`src/rtl/sum_pkg.sv`:
```
// -----------------------------------------------------------------------------
// sum_pkg
// Shared definitions for the bit-serial sum sequencer: default operand width,
// slice-cycle count, derived slice and counter widths, and the FSM state type.
// -----------------------------------------------------------------------------
package sum_pkg;

    localparam int N_DEFAULT  = 128;
    localparam int CC_DEFAULT = 32;
    localparam int W_DEFAULT  = N_DEFAULT / CC_DEFAULT;

    // Slice counter width: ceil(log2(cc)), kept at least 1 bit so the
    // counter stays a legal vector when only one slice cycle is configured.
    function automatic int cnt_width(input int cc);
        return (cc > 1) ? $clog2(cc) : 1;
    endfunction

    localparam int CNT_W_DEFAULT = cnt_width(CC_DEFAULT);

    typedef enum logic [1:0] {
        ST_IDLE  = 2'd0,
        ST_CLEAR = 2'd1,
        ST_RUN   = 2'd2,
        ST_DONE  = 2'd3
    } state_t;

endpackage

```
`src/rtl/sum_serial_sequencer.sv`:
```
// -----------------------------------------------------------------------------
// sum_serial_sequencer
// Feeds an external W-bit serial adder one operand slice per cycle and
// reassembles the N-bit sum. One addition takes CC slice cycles, preceded by
// a one-cycle carry clear. The carry out of the top slice is discarded, so
// the result is (a + b) mod 2^N.
//
// Ports
//   clk         in   single clock, rising edge
//   rst         in   synchronous active-low reset
//   in_valid    in   operand pair offered
//   in_ready    out  pair accepted this cycle (IDLE only)
//   in_a, in_b  in   N-bit operands
//   adder_rst   out  active-high clear for the serial adder's carry register
//   a_slice     out  current W-bit slice of a (0 outside RUN)
//   b_slice     out  current W-bit slice of b (0 outside RUN)
//   slice_valid out  slices are meaningful (RUN)
//   sum_slice   in   adder sum for the current slices, same cycle
//   out_valid   out  result available (DONE)
//   out_ready   in   consumer takes the result
//   result      out  N-bit sum
// -----------------------------------------------------------------------------
module sum_serial_sequencer
    import sum_pkg::*;
#(
    parameter int N  = N_DEFAULT,
    parameter int CC = CC_DEFAULT
) (
    input  logic             clk,
    input  logic             rst,
    input  logic             in_valid,
    output logic             in_ready,
    input  logic [N-1:0]     in_a,
    input  logic [N-1:0]     in_b,
    output logic             adder_rst,
    output logic [N/CC-1:0]  a_slice,
    output logic [N/CC-1:0]  b_slice,
    output logic             slice_valid,
    input  logic [N/CC-1:0]  sum_slice,
    output logic             out_valid,
    input  logic             out_ready,
    output logic [N-1:0]     result
);

    localparam int W     = N / CC;
    localparam int CNT_W = cnt_width(CC);

    // A width that the slice count does not divide would silently drop the
    // top bits, so refuse to elaborate.
    if ((CC < 1) || ((N % CC) != 0)) begin : g_bad_cfg
        $error("sum_serial_sequencer: CC must be >= 1 and divide N");
    end

    state_t             r_state;
    state_t             w_next_state;
    logic [CNT_W-1:0]   r_cnt;
    logic [N-1:0]       r_a;
    logic [N-1:0]       r_b;
    logic [N-1:0]       r_result;
    logic               w_accept;
    logic               w_last_slice;

    assign w_accept     = in_valid && in_ready;
    assign w_last_slice = (r_cnt == CNT_W'(CC - 1));

    // -------------------------------------------------------------------------
    // State and datapath registers
    // -------------------------------------------------------------------------
    // NOTE: every register here is reset, including the wide shift and result
    // registers, because result is visible on the port straight out of reset
    // and must read 0.
    always_ff @(posedge clk) begin
        if (!rst) begin
            // NOTE: sequential state uses non-blocking assignments so every
            // register samples the pre-edge values of the others.
            r_state  <= ST_IDLE;
            r_cnt    <= '0;
            r_a      <= '0;
            r_b      <= '0;
            r_result <= '0;
        end else begin
            r_state <= w_next_state;
            case (r_state)
                ST_IDLE: begin
                    // Operands are sampled only on the accept edge; later
                    // changes on in_a/in_b are ignored.
                    if (w_accept) begin
                        r_a <= in_a;
                        r_b <= in_b;
                    end
                end
                ST_CLEAR: begin
                    r_cnt <= '0;
                end
                ST_RUN: begin
                    r_a   <= r_a >> W;
                    r_b   <= r_b >> W;
                    // New slice enters at the top; after CC shifts slice k
                    // sits at bits [kW+W-1:kW].
                    r_result <= (r_result >> W) | (N'(sum_slice) << (N - W));
                    r_cnt    <= r_cnt + CNT_W'(1);
                end
                default: begin
                end
            endcase
        end
    end

    // -------------------------------------------------------------------------
    // Next state and Moore outputs
    // -------------------------------------------------------------------------
    always_comb begin
        // NOTE: defaults first so no path through the case leaves a signal
        // unassigned, which would otherwise infer a latch.
        w_next_state = r_state;
        in_ready     = 1'b0;
        slice_valid  = 1'b0;
        out_valid    = 1'b0;

        case (r_state)
            ST_IDLE: begin
                in_ready = 1'b1;
                if (in_valid) begin
                    w_next_state = ST_CLEAR;
                end
            end
            ST_CLEAR: begin
                w_next_state = ST_RUN;
            end
            ST_RUN: begin
                slice_valid = 1'b1;
                if (w_last_slice) begin
                    w_next_state = ST_DONE;
                end
            end
            ST_DONE: begin
                out_valid = 1'b1;
                if (out_ready) begin
                    w_next_state = ST_IDLE;
                end
            end
            default: begin
                w_next_state = ST_IDLE;
            end
        endcase
    end

    // Slices are forced to zero outside RUN so the adder never sees the
    // freshly latched operands during CLEAR.
    assign a_slice   = slice_valid ? r_a[W-1:0] : '0;
    assign b_slice   = slice_valid ? r_b[W-1:0] : '0;
    // Carry clear follows the reset input directly so the adder is held
    // cleared for the whole time reset is asserted.
    assign adder_rst = !rst || (r_state == ST_CLEAR);
    assign result    = r_result;

endmodule

```
`config.mk`:
```
export PLATFORM = sky130hd
export DESIGN_NAME = sum_serial_sequencer
export DESIGN_NICKNAME = d
export VERILOG_FILES = /design/src/rtl/sum_pkg.sv /design/src/rtl/sum_serial_sequencer.sv
export SDC_FILE = /design/constraint.sdc
export NUM_CORES = 1
export LEC_CHECK = 0
export BUFFER_PORTS_ARGS = -buffer_cell sky130_fd_sc_hd__buf_2
export CAP_MARGIN = 40
export CORE_ASPECT_RATIO = 1.1
export CORE_MARGIN = 4
export CORE_UTILIZATION = 53
export DETAILED_ROUTE_END_ITERATION = 16
export GPL_TIMING_DRIVEN = 1
export PLACE_DENSITY = 0.84
export SLEW_MARGIN = 15
export SYNTH_ARGS = -nofsm -noshare
export SYNTH_HDL_FRONTEND = slang
export SYNTH_SLANG_ARGS = --single-unit
export TNS_END_PERCENT = 30
```
`constraint.sdc`:
```
create_clock -name clk -period 3.34 [get_ports clk]
set_input_delay 0 -clock clk [delete_from_list [all_inputs] [get_ports clk]]
set_output_delay 0 -clock clk [all_outputs]
set_load 0.005 [all_outputs]
```
==> results of run 1 <==
[stage by stage]
step	hold slack [ns]	setup WS, ns	cells	power (W)	instance area, um2
6_report	0.0247	0.679	2661	0.0177	23300
5_1_grt	0.0697	0.551	2660	0.0186	23300
4_1_cts	0.0485	0.595	2653	0.0174	23300
3_5_place_dp	0.269	0.912	2314	0.0124	19200
3_3_place_gp	0.259	0.988	2313	0.0121	19200
2_1_floorplan	0.170	1.58	1609	0.0117	17300
[registers in the layout (all words and copies together) (netlist names)]
| register | cells |
|---|---|
| r_state | 2 |
| r_b | 128 |
| r_a | 128 |
| r_cnt | 5 |
| result | 128 |
[kinds of logic after synthesis]
logic type                 after synthesis  share of synthesized area (%)
DFF                                    391                           45.3
muxes                                  381                           22.1
AOI/OAI and AO/OA                      263                           15.0
and+or+nand+nor                        418                           11.4
adders and majority gates                6                          0.434
buffers and inverters                  150                           5.86
[layout by cell type (no fill, tap or decap), types with 10 or more instances in the layout]
| master | count |
|---|---|
| clkbuf_8 | 14 |
| mux2i_1 | 380 |
| dlygate4sd3_1 | 263 |
| nor2b_1 | 131 |
| buf_12 | 13 |
| clkbuf_16 | 43 |
| dfxtp_1 | 391 |
| nand2_1 | 260 |
| o211a_1 | 248 |
| buf_2 | 402 |
| a21boi_0 | 10 |
[report_power, final]
part | switching, W | internal [W] | total (W)
Combinational | 0.00325 | 0.00290 | 0.00615
Sequential | 0.000791 | 0.00594 | 0.00674
Clock | 0.00188 | 0.00291 | 0.00479
[final timing paths]
| check | end | slack, ns | cells past startpoint |
|---|---|---|---|
| max | a_slice[2] | 0.68 | 6 |
| min | result[0]$_SDFFE_PN0P_ | 0.02 | 2 |
| max reg2reg | r_a[73]$_SDFFE_PN0P_ | 0.83 | 7 |
| min reg2reg | r_a[124]$_SDFFE_PN0P_ | 0.48 | 2 |
[area by class of cell]
class / instances / area (um2) / share of cell area [%]
multi-input combinational: 1068 / 8480 / 36.4
tap: 426 / 533 / 2.29
antenna: 8 / 20.0 / 0.0859
inverter: 4 / 15.0 / 0.0644
clock inverter: 13 / 158 / 0.676
clock buffer: 63 / 1290 / 5.54
timing repair buffer: 688 / 4990 / 21.4
sequential: 391 / 7830 / 33.6
[routing by layer]
layer,vias up,global-route usage [%]
met5,-,0
met4,0,14.3
li1,6882,-
met1,6971,30.4
met2,607,49.3
met3,199,7.24
[what timing repair did]
action                     CTS  global route
setup endpoints to repair    0             0
hold endpoints to repair   262             0
hold buffers               263             0
==> summary.txt, run 1 <==
Route
  • Via density: 5.51
  • Top routing layer used: met4
  • Routed wl met3: approximately 3500 um
  • Drc violations: 0
  • Final ANT Viol Nets: 0
  • Overall routed net length: 51,700 um
  • Wl on met1: just under 20,000 um
  • Drt first pass iters: 5
  • Routed wl met2: 25,800 um
  • Routed WL per cell: ~19 um
  • Via count: about 15,000
  • Initial DRC count: 878

Worst setup path
  • Buf+Inv Stages, Crit Path: 4
  • Slowest CP cell: ha_4
  • Crit path required time: around 3.3 ns
  • Critical path's top delay family: buffers and inverters
  • Crit-path max FO: 55
  • Critical Path End Type: primary output
  • Crit-path cells: inv_1 > ha_4 > buf_12 > buf_12 > and2_1 > buf_2
  • CP peak stage delay: between 0.5 and 0.6 ns
  • Most used cell, CP: buf_12
  • Worst flop-to-flop path startpoint: r_state[0]$_SDFFE_PN0P_
  • Critical Path AT: between 2 and 3 ns
  • CP startpoint kind: register
  • Worst setup path startpoint: r_state[0]$_SDFFE_PN0P_
  • Critical path type: register to primary output

Global routing
  • Total Routing Usage GR: ~28%
  • Initial antenna violation count: 7
  • Vias in the first global route: between 15,000 and 20,000
  • First-pass GRT wire length: 81,500 um
  • Pin count of the biggest net entering global routing: 155
  • Total gr overflow: 0

Logic synthesis
  • Synth area leader: dfxtp_1
  • Sequential share of the synthesized area: a little under half
  • Synth top area share: a little under half
  • Post-synthesis register bit count: 391
  • YS warnings: 0
  • Post-synthesis average cell area: 10.8 um2
  • Async set-or-reset flop fraction in the synthesized netlist: 0%
  • Cell count after synthesis: approximately 1,600
  • Count leader, synth: dfxtp_1
  • Commonest cells in the synthesized netlist: dfxtp_1 (391), mux2i_1 (380), nand2_1 (260)
  • EDFF count, synth: 0
  • Ranking of synthesized cells by area: dfxtp_1 (45%), mux2i_1 (22%), o211a_1 (14%)
  • Synth Flop Type: dfxtp_1
  • Number of library cell types mapped by synthesis: 23
  • Syn nets: between 1,500 and 2,000
  • Cell Area, Synth: ~0.017 mm2

Timing
  • Final setup vio count: 0
  • Worst Clk Skew: roughly 0.014 ns
  • RSZ-0062 raised after global routing: no
  • Relative slew slack: between 30% and 40%
  • Max Slew Vio Count: 0
  • Worst Tran Pin Value: just over 0.9 ns
  • Tmin final: ~2.7 ns
  • FMAX: 0.376 GHz
  • Period utilisation layout: around four fifths
  • Setup TNS Final: 0 ns
  • Final hold violations: 0

Layout
  • FILL cells: 2,057
  • Final Util: slightly above 70%
  • Layout cells sized above 1: approximately 22%
  • Final #Nets: 2,464
  • Area growth syn-to-layout: 34.8%

Power and ir drop
  • Leak: 11.5 nW
  • Pwr/cell area: 758 mW/mm2
  • Maximum VDD drop: roughly 510 uV

Flow run
  • Max_cap viols: 0

CTS
  • Root buf cell: clkbuf_16
  • CTS max path bufs: 3
  • Post-cts sizing count: 0
  • Clock-pin slew on the worst setup and hold paths: approximately 0.06 ns
  • H-tree depth: 2
  • Clk_lat worst skew: approximately 0.53 ns
  • Post-CTS Setup Bufs: 0
  • Num CTS Buffers: 41
  • Clock tree from TritonCTS: built
  • Clock Sinks: between 300 and 400

Die
  • Die ar.: roughly 0.036 mm2
  • Core ar.: between 0.03 and 0.04 mm2
  • Initial Util: between 50 and 60%
  • Row count: 69
  • Die Y: 197 um
  • I/O pin count: 404
  • Die X: around 180 um

Placement
  • IO Port Bufs: a little over 400
  • Half-perimeter wire length after placement: 28,400 um
  • Final Wtd Congestion: 0.863

Hold path
  • Hold Path Class: primary input to register
  • Hold_sp: rst

Run status
  • Status: complete, no violations
(Power assumes the default switching activity.)
==> inputs of run 2 (changes only) <==
--- a/config.mk
+++ b/config.mk
@@ -9,10 +9,10 @@
 export CAP_MARGIN = 40
 export CORE_ASPECT_RATIO = 1.1
 export CORE_MARGIN = 4
-export CORE_UTILIZATION = 53
+export CORE_UTILIZATION = 49
 export DETAILED_ROUTE_END_ITERATION = 16
 export GPL_TIMING_DRIVEN = 1
-export PLACE_DENSITY = 0.84
+export PLACE_DENSITY = 0.82
 export SLEW_MARGIN = 15
 export SYNTH_ARGS = -nofsm -noshare
 export SYNTH_HDL_FRONTEND = slang
==> constraint.sdc (replaced) <==
create_clock -name clk -period 2.2 [get_ports clk]
set_input_delay 0 -clock clk [delete_from_list [all_inputs] [get_ports clk]]
set_output_delay 0 -clock clk [all_outputs]
set_load 0.005 [all_outputs]
==> run 2 against run 1 <==
Final cell count rose by 0.90%. Power rose by 50%. Routed wire length rose by 5.2%. Via count rose by 1.8%. Final area barely moved. Combinational power rose by 58%. Sequential cell count did not move. Critical path depth did not move. Worst hold slack improved by 0.27 ns. Register-to-register slack got worse by 0.72 ns. Sequential power rose by 53%. Non-clock buffer count rose by 17.
==> summary.txt, run 2 (synthesis results as in run 1) <==
Global routing
  • Pin count of the biggest net entering global routing: 84
  • First-pass GRT wire length: 84,800 um
  • Vias in the first global route: about 16,000
  • Total gr overflow: 0
  • Total Routing Usage GR: between 20% and 30%
  • Initial antenna violation count: 13

Timing
  • Worst Clk Skew: roughly 0.017 ns
  • Final setup vio count: 0
  • Max Slew Vio Count: 0
  • Final hold violations: 0
  • Relative slew slack: between 60 and 70%
  • Worst Tran Pin Value: approximately 0.54 ns
  • Tmin final: ~2.1 ns
  • RSZ-0062 raised after global routing: no
  • Setup TNS Final: 0 ns
  • FMAX: 0.473 GHz
  • Period utilisation layout: 96.0%

Die
  • I/O pin count: about 400
  • Die X: 187 um
  • Initial Util: about half
  • Die Y: around 210 um
  • Die ar.: 0.0384 mm2
  • Core ar.: 0.0346 mm2
  • Row count: between 70 and 80

Placement
  • Half-perimeter wire length after placement: around 30,000 um
  • Final Wtd Congestion: 0.860
  • DP Area: between 0.015 and 0.02 mm2
  • IO Port Bufs: around 400

CTS
  • Num CTS Buffers: 40
  • Clock tree from TritonCTS: built
  • CTS max path bufs: 3
  • Root buf cell: clkbuf_16
  • Clock Sinks: between 300 and 400
  • Clk_lat worst skew: between 0.5 and 0.6 ns
  • H-tree depth: 2
  • Clock-pin slew on the worst setup and hold paths: 0.06 ns

Power and ir drop
  • Leak: ~12 nW
  • Net Sw Frac: 34.5%
  • Register share of total power: between 30 and 40%
  • Maximum VDD drop: roughly 790 uV
  • Clk pwr share: roughly 25%
  • P_int: around 0.017 W
  • Logic pwr share: about 37%
  • Pwr/cell area: between 1000 and 1500 mW/mm2
  • NetSw: between 0.009 and 0.01 W

Hold path
  • Hold Path Class: primary input to register

Route
  • Final ANT Viol Nets: 0
  • Drt first pass iters: 6
  • Via density: between 5 and 6
  • Initial DRC count: approximately 660
  • Routed WL per cell: between 20 and 25 um
  • Overall routed net length: ~54,000 um
  • Via count: roughly 15,000
  • Drc violations: 0

Flow run
  • Max_cap viols: 0

Worst setup path
  • Critical path type: register to primary output
  • CP startpoint kind: register
  • Critical Path End Type: primary output
  • Critical Path AT: roughly 2.1 ns
  • Crit path required time: between 2 and 2.5 ns
  • Crit-path max FO: between 40 and 50

Layout
  • Area growth syn-to-layout: 34.8%
  • Most common cell after layout, fill and taps aside: buf_2
  • Commonest cells after routing, fill and taps aside: buf_2 (402), dfxtp_1 (391), mux2i_1 (380), dlygate4sd3_1 (263), nand2_1 (260)
  • Layout cells sized above 1: 22.4%
  • Final #Nets: roughly 2,500
  • Final Instance Area: around 0.023 mm2

Run status
  • Status: complete, no violations
## run 2: cell types whose count changed in the layout (fill, tap and decap cells not counted), moves of 2 or more
cell,change
buf_4,+9
inv_6,-3
buf_12,+4
diode_2,+6
clkbuf_1,+3
clkbuf_8,-6
buf_6,+3
bufinv_16,-3
clkbuf_16,-2
## run 2: what timing repair did
item / CTS / global route
setup endpoints to repair: 0 / 4
setup buffers: 0 / 0
endpoints found under the hold margin: 283 / 0
resized for setup: 0 / 5
hold buffers: 263 / 0
## run 2: layout make-up
cell class	count	area, um2
antenna	14	35.0
clock buffer	58	1170
clock inverter	7	45.0
fill	2346	11200
inverter	4	15.0
multi-input combinational	1068	8480
sequential	391	7830
tap	438	548
timing repair buffer	705	5200
## run 2: worst paths after layout
check                                from                        to  slack (ns)  depth (start not counted)
hold reg to reg     r_a[126]$_SDFFE_PN0P_     r_a[126]$_SDFFE_PN0P_        0.47                          2
setup reg to reg  r_state[1]$_SDFFE_PN0P_      r_a[76]$_SDFFE_PN0P_        0.11                          6
hold / removal               sum_slice[2]  result[126]$_SDFFE_PN0P_        0.29                          4
setup / recovery  r_state[0]$_SDFFE_PN0P_                b_slice[1]        0.09                          6
## run 2: metrics by stage
stage	hold slack, ns	util, %	std cells	setup WS (ns)	total power [W]
floorplan	0.170	-	1609	0.445	0.0178
global placement	0.253	56.2	2343	0.284	0.0187
detailed placement	0.275	56.2	2343	0.174	0.0191
global route	0.311	67.5	2682	0.0255	0.0278
CTS	0.243	67.3	2671	0.00268	0.0259
finish	0.291	67.5	2685	0.0875	0.0265
## run 2: power groups by stage
stage / Combinational [W] / Sequential, W / Clock [W]
floorplan: 0.00789 / 0.00987 / 0
finish: 0.00972 / 0.0103 / 0.00649
global placement: 0.00863 / 0.0101 / 0
CTS: 0.00932 / 0.0101 / 0.00655
global route: 0.0105 / 0.0104 / 0.00686
detailed placement: 0.00890 / 0.0102 / 0
## run 2: per-layer routing
metal  track usage (%)  share of wire [%]  wire, um  vias up
met5                 0              0.048        26        -
met2              47.3                 48     26400      674
met1              29.2                 38     20500     7094
li1                  -                  -         -     6912
met4              16.8                6.4      3470        4
met3              7.53                7.4      4020      237
## run 2: worst max-delay path, cell delays in order, from the launching register on
cell,delay [ns]
dfxtp_1,0.35
inv_1,0.13
ha_4,0.20
buf_12,0.26
buf_6,0.27
and2_1,0.19
buf_2,0.12
==> inputs of run 3 (changes only) <==
--- a/config.mk
+++ b/config.mk
@@ -12,7 +12,8 @@
 export CORE_UTILIZATION = 49
 export DETAILED_ROUTE_END_ITERATION = 16
 export GPL_TIMING_DRIVEN = 1
-export PLACE_DENSITY = 0.82
+export PLACE_DENSITY = 0.79
+export SKIP_LAST_GASP = 1
 export SLEW_MARGIN = 15
 export SYNTH_ARGS = -nofsm -noshare
 export SYNTH_HDL_FRONTEND = slang
==> constraint.sdc (replaced) <==
create_clock -name clk -period 2.2 [get_ports clk]
set_input_delay 0.44 -clock clk [delete_from_list [all_inputs] [get_ports clk]]
set_output_delay 0.44 -clock clk [all_outputs]
set_load 0.005 [all_outputs]
==> run 3 against run 2 <==
Final area fell by 10%. Non-clock buffer count fell by 254. Clock-buffer cell count unchanged. Routed wire length shrank 21%. Sequential power hardly changed. First-iteration DRC count down 20%. Largest cell class unchanged. Sequential share of layout area up 3.9 points. Power is 1.8% lower. Maximum frequency decreased by 0.13%. Clock power grew 2%.
==> summary.txt, run 3 (synthesis results as in run 1) <==
Run status
  • Status: complete, no violations

Global routing
  • First-pass GRT wire length: 67,100 um
  • Initial antenna violation count: 11
  • Pin count of the biggest net entering global routing: 169
  • Total Routing Usage GR: a little over a fifth
  • Total gr overflow: 0
  • Vias in the first global route: 12,714

Die
  • Initial Util: 50.1%
  • Die ar.: approximately 0.038 mm2
  • Die X: 187 um
  • Die Y: just over 200 um
  • Row count: slightly above 70
  • I/O pin count: ~400
  • Core ar.: roughly 0.035 mm2

Power and ir drop
  • Leak: 10.5 nW
  • Total power: roughly 0.026 W
  • P_int: between 0.015 and 0.02 W
  • NetSw: about 0.0085 W
  • Maximum VDD drop: 686 uV
  • Clk pwr share: roughly 25%
  • Register share of total power: between 30% and 40%
  • Net Sw Frac: between 30 and 40%
  • Logic pwr share: a little over a third
  • Pwr/cell area: 1240 mW/mm2

Timing
  • FMAX: 0.473 GHz
  • Worst Slack Setup Final: 0.0847 ns
  • Final setup vio count: 0
  • Final hold violations: 0
  • Tmin final: 2.12 ns
  • Relative slew slack: between 50 and 60%
  • Worst Clk Skew: between 0.01 and 0.015 ns
  • Max Slew Vio Count: 0
  • Period utilisation layout: approximately 96%
  • RSZ-0062 raised after global routing: no
  • Worst Tran Pin Value: about 0.63 ns

Worst setup path
  • Crit path required time: 1.76 ns
  • Critical path type: register to primary output
  • Worst flop-to-flop path startpoint: r_state[0]$_SDFFE_PN0P_
  • Crit-path max FO: 9
  • Critical Path AT: approximately 1.7 ns
  • Flop2flop setup slack: 0.17 ns
  • R2R depth: 8
  • CP startpoint kind: register
  • RR Endpoint: r_b[40]$_SDFFE_PN0P_
  • Critical Path End Type: primary output

Route
  • Initial DRC count: 528
  • Final ANT Viol Nets: 0
  • Drt first pass iters: 5
  • Routed WL per cell: roughly 18 um
  • Via count: 12,946
  • Via density: about 5.3
  • Drc violations: 0
  • Overall routed net length: approximately 43,000 um

CTS
  • Root buf cell: clkbuf_16
  • Clock Sinks: ~390
  • CTS Hold Buffers Added: 0
  • Clock tree from TritonCTS: built
  • CTS max path bufs: 3
  • Clock-pin slew on the worst setup and hold paths: 0.06 ns
  • Clk_lat worst skew: 0.53 ns
  • H-tree depth: 2
  • Num CTS Buffers: 41

Placement
  • Final Wtd Congestion: roughly 0.82
  • Half-perimeter wire length after placement: roughly 30,000 um
  • DP Area: just under 0.02 mm2
  • Setup WS pre-CTS: around 0.2 ns
  • IO Port Bufs: between 400 and 500

Layout
  • Layout cells sized above 1: ~26%
  • Commonest cells after routing, fill and taps aside: buf_2 (402), dfxtp_1 (391), mux2i_1 (380), nand2_1 (260), o211a_1 (248)
  • Most common cell after layout, fill and taps aside: buf_2
  • Final #Nets: about 2,200
  • Area growth syn-to-layout: 20.8%
  • Final Instance Area: ~0.021 mm2

Hold path
  • Hold_sp: sum_slice[0]
  • Hold depth: 3
  • Hold Path Class: primary input to register
  • Hold EP: result[124]$_SDFFE_PN0P_

Flow run
  • Max_cap viols: 0
[run 3: layout make-up]
class                           count  area [um2]
Tap cell                          438         548
Clock inverter                     11        98.8
Antenna cell                        9        22.5
Sequential cell                   391        7830
Multi-Input combinational cell   1068        8480
Fill cell                        2920       13700
Clock buffer                       58        1180
Timing Repair Buffer              451        2730
Inverter                            4        15.0
[run 3: worst max-delay path by stage]
stage	start	to
floorplan	r_state[0]$_SDFFE_PN0P_	a_slice[0]
global placement	r_state[0]$_SDFFE_PN0P_	r_a[122]$_SDFFE_PN0P_
detailed placement	r_state[0]$_SDFFE_PN0P_	r_a[122]$_SDFFE_PN0P_
CTS	r_state[0]$_SDFFE_PN0P_	a_slice[3]
global route	r_state[0]$_SDFFE_PN0P_	r_b[34]$_SDFFE_PN0P_
finish	r_state[0]$_SDFFE_PN0P_	a_slice[3]
[run 3: stage by stage]
stage	util (%)	TNS (ns)	hold slack [ns]	cells
3_5_place_dp	56.2	0	0.467	2342
4_1_cts	60.3	-0.0880	0.154	2418
2_1_floorplan	-	0	0.441	1609
6_report	60.5	0	0.180	2430
5_1_grt	60.5	0	0.183	2425
3_3_place_gp	56.2	0	0.449	2342
[run 3: critical path, cell delays in order (launching register included)]
cell and delay [ns]:
dfxtp_1 0.41, inv_2 0.08, ha_4 0.21, buf_8 0.15
and2_1 0.17, buf_2 0.13
[run 3: power by group through the flow]
stage	clock, W	combinational, W	sequential (W)
3_3_place_gp	0	0.00874	0.0101
4_1_cts	0.00678	0.00932	0.0101
3_5_place_dp	0	0.00899	0.0102
2_1_floorplan	0	0.00789	0.00987
5_1_grt	0.00709	0.0103	0.0103
6_report	0.00659	0.00935	0.0101
[run 3: metal layers]
| metal | track usage, % | vias to the layer above | share of wire, % |
|---|---|---|---|
| li1 | - | 6417 | - |
| met4 | 6.02 | 12 | 2.4 |
| met2 | 35.6 | 381 | 47 |
| met3 | 6.83 | 70 | 8.1 |
| met5 | 0 | - | 0.18 |
| met1 | 26.2 | 6066 | 42 |
[run 3: timing repair]
action	CTS	global route
gates resized for setup	5	3
cloned	2	1
endpoints found under the setup margin	6	10
buffers inserted	5	2
